<file path="config.mk">
export PLATFORM = sky130hd
export DESIGN_NAME = snax_csr_router
export DESIGN_NICKNAME = d
export VERILOG_FILES = /design/src/rtl/snax_csr_router_pkg.sv /design/src/rtl/snax_csr_id_fifo.sv /design/src/rtl/snax_csr_router.sv
export SDC_FILE = /design/constraint.sdc
export NUM_CORES = 1
export LEC_CHECK = 0
export CORE_AREA = 5 5 116 118
export CTS_BUF_LIST = sky130_fd_sc_hd__clkbuf_8
export DETAILED_ROUTE_END_ITERATION = 10
export DIE_AREA = 0 0 121 123
export PLACE_DENSITY_LB_ADDON = 0.2
export SETUP_SLACK_MARGIN = 0.1
export SLEW_MARGIN = 20
export SYNTH_ARGS = -nofsm -noshare
export SYNTH_HDL_FRONTEND = slang
export SYNTH_SLANG_ARGS = --single-unit
</file>
<file path="constraint.sdc">
create_clock -name clk_i -period 3 [get_ports clk_i]
set_input_delay 0.6 -clock clk_i [delete_from_list [all_inputs] [get_ports clk_i]]
set_output_delay 0.6 -clock clk_i [all_outputs]
set_load 0.02 [all_outputs]
</file>
<file path="src/rtl/snax_csr_router_pkg.sv">
// rtl/snax_csr_router_pkg.sv - shared types and constants for the CSR router
//
// Purpose: helpers for sizing the port-ID type, plus the constant response
// that is returned for reads to unmapped addresses.
// Ports: none (package).
package snax_csr_router_pkg;

  // A port ID names one of NumPorts targets, or the value NumPorts for
  // "unmapped". This gives the bit width needed for that range.
  function automatic int unsigned port_id_width(input int unsigned num_ports);
    return (num_ports < 1) ? 1 : $clog2(num_ports + 1);
  endfunction

  // Response returned for an unmapped read: zero data with the error flag set.
  localparam logic [63:0] DecodeErrData = 64'h0;
  localparam logic        DecodeErrFlag = 1'b1;

endpackage

</file>
<file path="src/rtl/snax_csr_id_fifo.sv">
// rtl/snax_csr_id_fifo.sv - in-order FIFO of target IDs for outstanding reads
//
// Purpose: records, in request order, which port owes a read response.
// Ports:
//   clk_i, rst_ni     clock, asynchronous active-low reset
//   push_i, push_id_i enqueue an ID (ignored while full)
//   pop_i             dequeue the head (ignored while empty)
//   head_o            ID at the head of the queue
//   full_o, empty_o   occupancy flags
module snax_csr_id_fifo #(
  parameter int unsigned Depth = 4,
  parameter int unsigned Width = 2
) (
  input  logic             clk_i,
  input  logic             rst_ni,
  input  logic             push_i,
  input  logic [Width-1:0] push_id_i,
  input  logic             pop_i,
  output logic [Width-1:0] head_o,
  output logic             full_o,
  output logic             empty_o
);

  localparam int unsigned PtrW = (Depth > 1) ? $clog2(Depth) : 1;
  localparam int unsigned CntW = $clog2(Depth + 1);

  logic [Width-1:0] mem [Depth];
  logic [PtrW-1:0]  wr_ptr;
  logic [PtrW-1:0]  rd_ptr;
  logic [CntW-1:0]  count;
  logic             do_push;
  logic             do_pop;

  // Pointers wrap at Depth, which need not be a power of two.
  function automatic logic [PtrW-1:0] wrap_inc(input logic [PtrW-1:0] p);
    return (p == PtrW'(Depth - 1)) ? '0 : p + 1'b1;
  endfunction

  assign full_o  = (count == CntW'(Depth));
  assign empty_o = (count == '0);
  // A full FIFO refuses a push even if a pop happens in the same cycle.
  assign do_push = push_i && !full_o;
  assign do_pop  = pop_i && !empty_o;
  assign head_o  = mem[rd_ptr];

  always_ff @(posedge clk_i or negedge rst_ni) begin
    if (!rst_ni) begin
      wr_ptr <= '0;
      rd_ptr <= '0;
      count  <= '0;
    end else begin
      if (do_push) wr_ptr <= wrap_inc(wr_ptr);
      if (do_pop)  rd_ptr <= wrap_inc(rd_ptr);
      case ({do_push, do_pop})
        2'b10:   count <= count + 1'b1;
        2'b01:   count <= count - 1'b1;
        default: count <= count;
      endcase
    end
  end

  // Storage needs no reset: entries are only read while counted as valid.
  always_ff @(posedge clk_i) begin
    if (do_push) mem[wr_ptr] <= push_id_i;
  end

endmodule

</file>
<file path="src/rtl/snax_csr_router.sv">
// rtl/snax_csr_router.sv - address-decoding CSR router with in-order read responses
//
// Purpose: routes one CSR request stream to NumPorts accelerator ports by
// base address and returns read responses in request order.
// Ports:
//   clk_i, rst_ni            clock, asynchronous active-low reset
//   csr_req_*                upstream request (addr, data, wen, valid/ready)
//   csr_rsp_*                upstream response (data, err, valid/ready)
//   acc_csr_req_*            per-port requests (offset addr, data, wen, valid/ready)
//   acc_csr_rsp_*            per-port responses (data, valid/ready)
module snax_csr_router
  import snax_csr_router_pkg::*;
#(
  parameter int unsigned NumPorts       = 2,
  parameter int unsigned RegAddrWidth   = 32,
  parameter int unsigned RegDataWidth   = 32,
  parameter int unsigned MaxOutstanding = 4,
  parameter logic [NumPorts-1:0][RegAddrWidth-1:0] PortBase =
    {RegAddrWidth'(8), RegAddrWidth'(0)}
) (
  input  logic                    clk_i,
  input  logic                    rst_ni,
  input  logic [RegAddrWidth-1:0] csr_req_addr_i,
  input  logic [RegDataWidth-1:0] csr_req_data_i,
  input  logic                    csr_req_wen_i,
  input  logic                    csr_req_valid_i,
  output logic                    csr_req_ready_o,
  output logic [RegDataWidth-1:0] csr_rsp_data_o,
  output logic                    csr_rsp_err_o,
  output logic                    csr_rsp_valid_o,
  input  logic                    csr_rsp_ready_i,
  output logic [RegAddrWidth-1:0] acc_csr_req_addr_o  [NumPorts],
  output logic [RegDataWidth-1:0] acc_csr_req_data_o  [NumPorts],
  output logic [NumPorts-1:0]     acc_csr_req_wen_o,
  output logic [NumPorts-1:0]     acc_csr_req_valid_o,
  input  logic [NumPorts-1:0]     acc_csr_req_ready_i,
  input  logic [RegDataWidth-1:0] acc_csr_rsp_data_i  [NumPorts],
  input  logic [NumPorts-1:0]     acc_csr_rsp_valid_i,
  output logic [NumPorts-1:0]     acc_csr_rsp_ready_o
);

  localparam int unsigned IdW = port_id_width(NumPorts);
  typedef logic [IdW-1:0] port_id_t;

  localparam port_id_t UnmappedId = port_id_t'(NumPorts);

  port_id_t sel_id;
  port_id_t head_id;
  logic     mapped;
  logic     fifo_full;
  logic     fifo_empty;
  logic     read_blocked;
  logic     push;
  logic     pop;

  // Bases are ascending, so the last base not above the address wins.
  always_comb begin
    mapped = 1'b0;
    sel_id = UnmappedId;
    for (int i = 0; i < NumPorts; i++) begin
      if (csr_req_addr_i >= PortBase[i]) begin
        mapped = 1'b1;
        sel_id = port_id_t'(i);
      end
    end
  end

  // Reads need a free ID slot; writes never produce a response.
  assign read_blocked = !csr_req_wen_i && fifo_full;

  always_comb begin
    acc_csr_req_wen_o   = '0;
    acc_csr_req_valid_o = '0;
    csr_req_ready_o     = !mapped;
    for (int i = 0; i < NumPorts; i++) begin
      acc_csr_req_addr_o[i] = '0;
      acc_csr_req_data_o[i] = '0;
      if (mapped && (sel_id == port_id_t'(i))) begin
        acc_csr_req_addr_o[i]  = csr_req_addr_i - PortBase[i];
        acc_csr_req_data_o[i]  = csr_req_data_i;
        acc_csr_req_wen_o[i]   = csr_req_wen_i;
        acc_csr_req_valid_o[i] = csr_req_valid_i && !read_blocked;
        csr_req_ready_o        = acc_csr_req_ready_i[i];
      end
    end
    if (read_blocked) csr_req_ready_o = 1'b0;
  end

  assign push = csr_req_valid_i && csr_req_ready_o && !csr_req_wen_i;
  assign pop  = csr_rsp_valid_o && csr_rsp_ready_i;

  snax_csr_id_fifo #(
    .Depth (MaxOutstanding),
    .Width (IdW)
  ) i_id_fifo (
    .clk_i     (clk_i),
    .rst_ni    (rst_ni),
    .push_i    (push),
    .push_id_i (sel_id),
    .pop_i     (pop),
    .head_o    (head_id),
    .full_o    (fifo_full),
    .empty_o   (fifo_empty)
  );

  // Only the port owing the oldest response may hand it over; an unmapped
  // head answers on its own with the decode-error response.
  always_comb begin
    csr_rsp_valid_o     = 1'b0;
    csr_rsp_data_o      = '0;
    csr_rsp_err_o       = 1'b0;
    acc_csr_rsp_ready_o = '0;
    if (!fifo_empty) begin
      if (head_id == UnmappedId) begin
        csr_rsp_valid_o = 1'b1;
        csr_rsp_data_o  = RegDataWidth'(DecodeErrData);
        csr_rsp_err_o   = DecodeErrFlag;
      end else begin
        for (int i = 0; i < NumPorts; i++) begin
          if (head_id == port_id_t'(i)) begin
            csr_rsp_valid_o        = acc_csr_rsp_valid_i[i];
            csr_rsp_data_o         = acc_csr_rsp_data_i[i];
            acc_csr_rsp_ready_o[i] = csr_rsp_ready_i;
          end
        end
      end
    end
  end

endmodule
</file>
# Yosys cells after proc, flatten, opt, wreduce, memory -nomap -nowiden
# Memories as Yosys holds them, arrays and structs flattened.
# Index checks and enable logic that the tools add are counted.
op_classes:
  mux: 34
  eq_ne: 8
  n_addsub: 5
  n_lt_le_gt_ge: 2
  n_reduce_logical: 18
ops:
  columns: ["cell", "n"]
  rows:
  - ["32-bit two-way mux", 8]
  - ["32-bit by 1-bit greater-or-equal comparator with 1-bit output (second input constant)", 1]
  - ["32-bit by 4-bit greater-or-equal comparator with 1-bit output (second input constant)", 1]
  - ["32-bit by 4-bit subtractor with 32-bit output (second input constant)", 1]
  - ["1-bit two-way mux", 19]
  - ["2-bit two-way mux", 6]
  - ["1-bit logical AND", 9]
  - ["2-bit == test (second input constant)", 4]
  - ["2-bit by 1-bit == test with 1-bit output (second input constant)", 3]
  - ["3-bit case mux with 2 select lines", 1]
  - ["1-bit logical NOT", 5]
  - ["2-bit by 1-bit adder with 2-bit output (second input constant)", 2]
  - ["2-bit logical NOT", 2]
  - ["3-bit by 1-bit adder with 3-bit output (second input constant)", 1]
  - ["3-bit == test (second input constant)", 1]
  - ["3-bit logical NOT", 1]
  - ["3-bit by 1-bit subtractor with 3-bit output (second input constant)", 1]
  - ["2-bit nonzero test", 1]
word_totals:
  mem_count: 1
  ramBits: 8
  ff_bits: 7
memory_table:
  columns: ["name", "words", "word_bits", "rd", "rd_clocked_by_memory_dff", "wr", "line", "source"]
  rows:
  - ["i_id_fifo.mem", 4, 2, 1, 0, 1, "snax_csr_id_fifo.sv:27", "logic [Width-1:0] mem [Depth];"]

# Logic depth before layout (Yosys ltp)
logic_depth:
  depth_word: 13
  depth_mapped: 12

# By module
# A second synthesis with hierarchy kept.
hier_totals:
  cells_unflattened: 371
  area_unflattened_um2: 2757.6
modules_own_cells:
  columns: ["mod", "cells_per_inst", "area_each_um2", "seq_area_each_um2", "instances"]
  rows:
  - ["snax_csr_router", 321, 1985.7, 0.0, 1]
  - ["snax_csr_id_fifo", 50, 772.0, 415.4, 1]

# Least setup slack after synthesis
# No wires, ideal clock.
synth_timing:
  path_type: "input to register"
  startpoint: "input csr_req_addr_i[16]"
  endpoint: "register i_id_fifo.count[2]"
  required_ns: 2.921
  path_slack_ns: -0.286
  arrival_time_ns: 3.207
  path_stages: 12
  setup_ns: 0.079
  n_path_buf: 0
  path_cell_list: "or4_4 > or4_1 > nor3_2 > inv_2 > mux2i_4 > inv_1 > ha_1 > inv_1 > fa_1 > xor2_1 > nor2_1 > xor2_1"
synth_via:
  elab_chain_len: 13
  word_cells_on_any_way: 21
synth_rtl:
  columns: ["item", "line", "source"]
  rows:
  - ["start, declared", "snax_csr_router.sv:23", "input logic [RegAddrWidth-1:0] csr_req_addr_i,"]
  - ["32-bit by 1-bit greater-or-equal comparator with 1-bit output", "snax_csr_router.sv:61", "if (csr_req_addr_i >= PortBase[i]) begin"]
  - ["2-bit two-way mux (2 in series)", "snax_csr_router.sv:61", null]
  - ["2-bit logical NOT", "snax_csr_router.sv:78", "if (mapped && (sel_id == port_id_t'(i))) begin"]
  - ["1-bit logical AND", "snax_csr_router.sv:78", null]
  - ["1-bit two-way mux", "snax_csr_router.sv:78", null]
  - ["1-bit two-way mux (*)", "snax_csr_router.sv:78", null]
  - ["1-bit two-way mux (*)", "snax_csr_router.sv:86", "if (read_blocked) csr_req_ready_o = 1'b0;"]
  - ["1-bit logical AND (*) (2 in series)", "snax_csr_router.sv:89", "assign push = csr_req_valid_i && csr_req_ready_o && !csr_req_wen_i;"]
  - ["1-bit logical AND (*)", "snax_csr_id_fifo.sv:42", "assign do_push = push_i && !full_o;"]
  - ["2-bit by 1-bit == test with 1-bit output / 2-bit == test (equally long branches)", "snax_csr_id_fifo.sv:54", "case ({do_push, do_pop})"]
  - ["3-bit case mux with 2 select lines / 2-bit nonzero test (equally long branches)", null, null]
  - ["end signal, assigned", "snax_csr_id_fifo.sv:55", "2'b10: count <= count + 1'b1;"]
  - ["end signal, assigned", "snax_csr_id_fifo.sv:56", "2'b01: count <= count - 1'b1;"]
  - ["end signal, assigned", "snax_csr_id_fifo.sv:57", "default: count <= count;"]
  - ["end, declared", "snax_csr_id_fifo.sv:30", "logic [CntW-1:0] count;"]
# Every way passes the cells marked *; elsewhere a longest branch is shown, timed or not.
# A chain may end at the register's enable or synchronous reset.

# Worst setup path after layout
layout_timing:
  startpoint: "input csr_req_addr_i[25]"
  endpoint: "output csr_req_ready_o"
layout_via:
  elab_chain_len: 8
  word_cells_on_any_way: 14
layout_rtl:
  columns: ["item", "line", "source"]
  rows:
  - ["32-bit by 1-bit greater-or-equal comparator with 1-bit output", "snax_csr_router.sv:61", null]
  - ["2-bit two-way mux (2 in series)", "snax_csr_router.sv:61", null]
  - ["2-bit logical NOT", "snax_csr_router.sv:78", null]
  - ["1-bit logical AND", "snax_csr_router.sv:78", null]
  - ["1-bit two-way mux", "snax_csr_router.sv:78", null]
  - ["1-bit two-way mux (*)", "snax_csr_router.sv:78", null]
  - ["1-bit two-way mux (*)", "snax_csr_router.sv:86", null]
  - ["end, declared", "snax_csr_router.sv:27", "output logic csr_req_ready_o,"]
# Marked as above.

==> qor.txt <==
Fin crit period -> 3.36 ns
Leak Pwr -> 3.24 nW
Post-synth top area share -> 19.1%
TritonCTS clock tree -> done
CP Class -> input port to output port
Mapped Area -> 0.00253 mm2
Post-DP HPWL -> 11400 um
RSZ-0062 raised after global routing -> yes
Clock Power Share -> 6.3%
Initial Util -> 20.4%
Share of power burned in registers -> 11.4%
Primary FF master, synth -> dfrtp_1
Chip width -> 121 um
Clk_lat worst skew -> 0.24 ns
Failing checks -> negative setup slack
Layout cells sized above 1 -> 44.8%
Endpoint class of the critical path -> output port
First-pass GRT wire length -> 20100 um
Worst-path clk slew -> 0.05 ns
Routability cong. -> 0.854
Syn Area/Cell -> 7.22 um2
GR Util All Layers -> 16.9%
Initial antenna violation count -> 1
Syn Inst Count -> 350
Skew final -> 0.00195 ns
WP data required -> 2.40 ns
Final hold viol count -> 0
Int Power -> 1.22 mW
Net Sw Frac -> 47.2%
Largest net degree at the start of global routing -> 36
H-tree Lvls -> 1
Wire length per cell -> 16.2 um
Hold path cells -> 1
DRT antenna net count -> 0
Switching Power -> 1.09 mW
Cts bufs inserted -> 3
Most common cell in the netlist -> and2_1
Final setup margin -> -0.355 ns
I/O pin total -> 306
Fin area -> 0.00639 mm2
Yosys top cell by area -> and2_1
Core Area -> 0.0124 mm2
Hold Crit Start -> i_id_fifo.rd_ptr[1]
Final setup violation count -> 105
Area after DPL -> 0.00597 mm2
Slowest cell delay on critical path -> 0.53 ns
CTS Hold Bufs -> 0
Die H -> 123 um
Final Total Pwr -> 2.32 mW
Number of warnings issued by yosys -> 0
Fin nets -> 836
1st-iter DRT viols -> 75
EDFF count, synth -> 4
R2R cell count -> 10
Worst path slowest cell -> or4_4
Syn-to-layout area delta -> 153%
FILL cells -> 1215
Critical Path AT -> 2.76 ns
Core Util, Final -> 51.7%
Number of port buffers -> 275
R2r setup slk -> 0.26 ns
Pre-antenna DRT Iters -> 4
Synth top area cells -> and2_1 (19%), mux2i_1 (13%), nor2_1 (11%)
DRC Markers -> 0
Ys async rst share -> 63.6%
Clock root cell -> clkbuf_8
Peak supply drop -> 0.232 mV
Via count -> 3643
CP cell instances -> buf_6, or4_4, or4_4, nor3_4, buf_6, buf_6, mux2_4, o21a_2, buf_6
Setup WS pre-CTS -> -1.10 ns
Most frequent CP cell -> buf_6
Pwr/cell area -> 363 mW/mm2
Sequential area share after synthesis -> 11.7%
Hold Path Class -> flop to flop
Outcome -> finished with violations
CP max FO -> 3
Clock tree sinks -> 11
Flops & latches, synth -> 11
Gate power share -> 82.3%
Max-cap check violation count -> 0
Post-synth top cells -> and2_1 (77), nor2_1 (71), mux2i_1 (34)
Hold Path End -> i_id_fifo.rd_ptr[1]
Die Area -> 0.0149 mm2
Final wirelength -> 13900 um
Vias in the first global route -> 3679
Vias/cell -> 4.22
Deepest clock path buffer count -> 2
Max Slew Vio Count -> 0
Setup_tns -> -25.66 ns
R2r endpoint -> i_id_fifo.count[2]
Fmax achieved -> 298 MHz
Netlist cell types -> 42
Fin crit share -> 112%
Core Rows -> 41
Worst r2r src -> i_id_fifo.rd_ptr[0]
Gr ovfl total -> 0
Startpoint Class -> input port
## repair_timing
action,CTS,global route
gates cloned,2,2
resized for setup,649,70
buffers inserted,14,2
setup endpoints to repair,125,128
pin swaps,17,16
## flip-flops by register name (all words and copies together), names as in the netlist
signal            count
i_id_fifo.rd_ptr      2
i_id_fifo.mem         4
i_id_fifo.count       3
i_id_fifo.wr_ptr      2
## worst max-delay path: cells and delay by family
kind	cells	cell delay [ns]
simple gates	3	1.28
buf+inv	4	0.47
mux	1	0.29
compound gates	1	0.12
## area by class of cell
type	instances	area, um2	area share, %
Tap cell	172	215	3.37
Sequential cell	11	295	4.62
Timing Repair Buffer	356	3490	54.7
Clock buffer	3	41.3	0.646
Antenna cell	1	2.50	0.0392
Multi-Input combinational cell	310	2300	35.9
Inverter	9	41.3	0.646
Clock inverter	1	5.00	0.0783
## power groups by stage
stage	Sequential, mW	Clock [mW]	Combinational (mW)
CTS	0.265	0.152	1.94
global placement	0.262	0	1.95
floorplan	0.250	0	1.09
detailed placement	0.267	0	1.99
finish	0.265	0.146	1.91
global route	0.276	0.159	2.05
## stage by stage
| stage | hold WS, ns | cells |
|---|---|---|
| after floorplan | 0.304 | 379 |
| after global placement | 0.498 | 838 |
| after detailed placement | 0.515 | 838 |
| after CTS | 0.547 | 858 |
| after global routing | 0.573 | 863 |
| final | 0.541 | 863 |
## routing by layer
layer / track usage, % / vias up / part of all wire (%)
li1: - / 1786 / -
met1: 17.9 / 1671 / 36
met2: 32.8 / 178 / 54
met3: 5.03 / 8 / 9.8
met4: 3.82 / 0 / 0.92
met5: 0 / - / 0
## how the worst max path moves through the flow
stage,to,cells past startpoint,from,slack (ns)
floorplan,i_id_fifo.count[2],12,csr_req_addr_i[28],-0.27
global placement,csr_req_ready_o,8,csr_req_addr_i[28],-1.10
detailed placement,csr_req_ready_o,8,csr_req_addr_i[14],-1.10
CTS,i_id_fifo.count[2],15,csr_req_addr_i[13],-0.39
global route,i_id_fifo.count[2],15,csr_req_addr_i[30],-0.41
finish,csr_req_ready_o,9,csr_req_addr_i[25],-0.36
## cell families after synthesis
kind of cell / synth area share, %
and+or+nand+nor: 41.7
buffers and inverters: 13.3
muxes: 17.9
xor gates and xnor gates: 7.63
AOI/OAI and AO/OA: 3.37
DFF: 11.7
adders and majority gates: 4.26
other: 0.148
## cell usage in the layout, fill, tap and decap left out, types with 6 or more instances in the layout
cell and n:
clkdlybuf4s50_1 115, buf_6 80, buf_4 76, nor2_1 69, and2_4 57, mux2i_1 34, conb_1 30, buf_2 25
dlymetal6s2s_1 23, dlygate4sd2_1 16, and2_2 14, xor2_1 12, xnor2_1 10, or4_4 7, nand2_1 7, dfrtp_1 7
inv_1 6, and2_1 6, ha_1 6
Power figures use the tool's default switching activity.
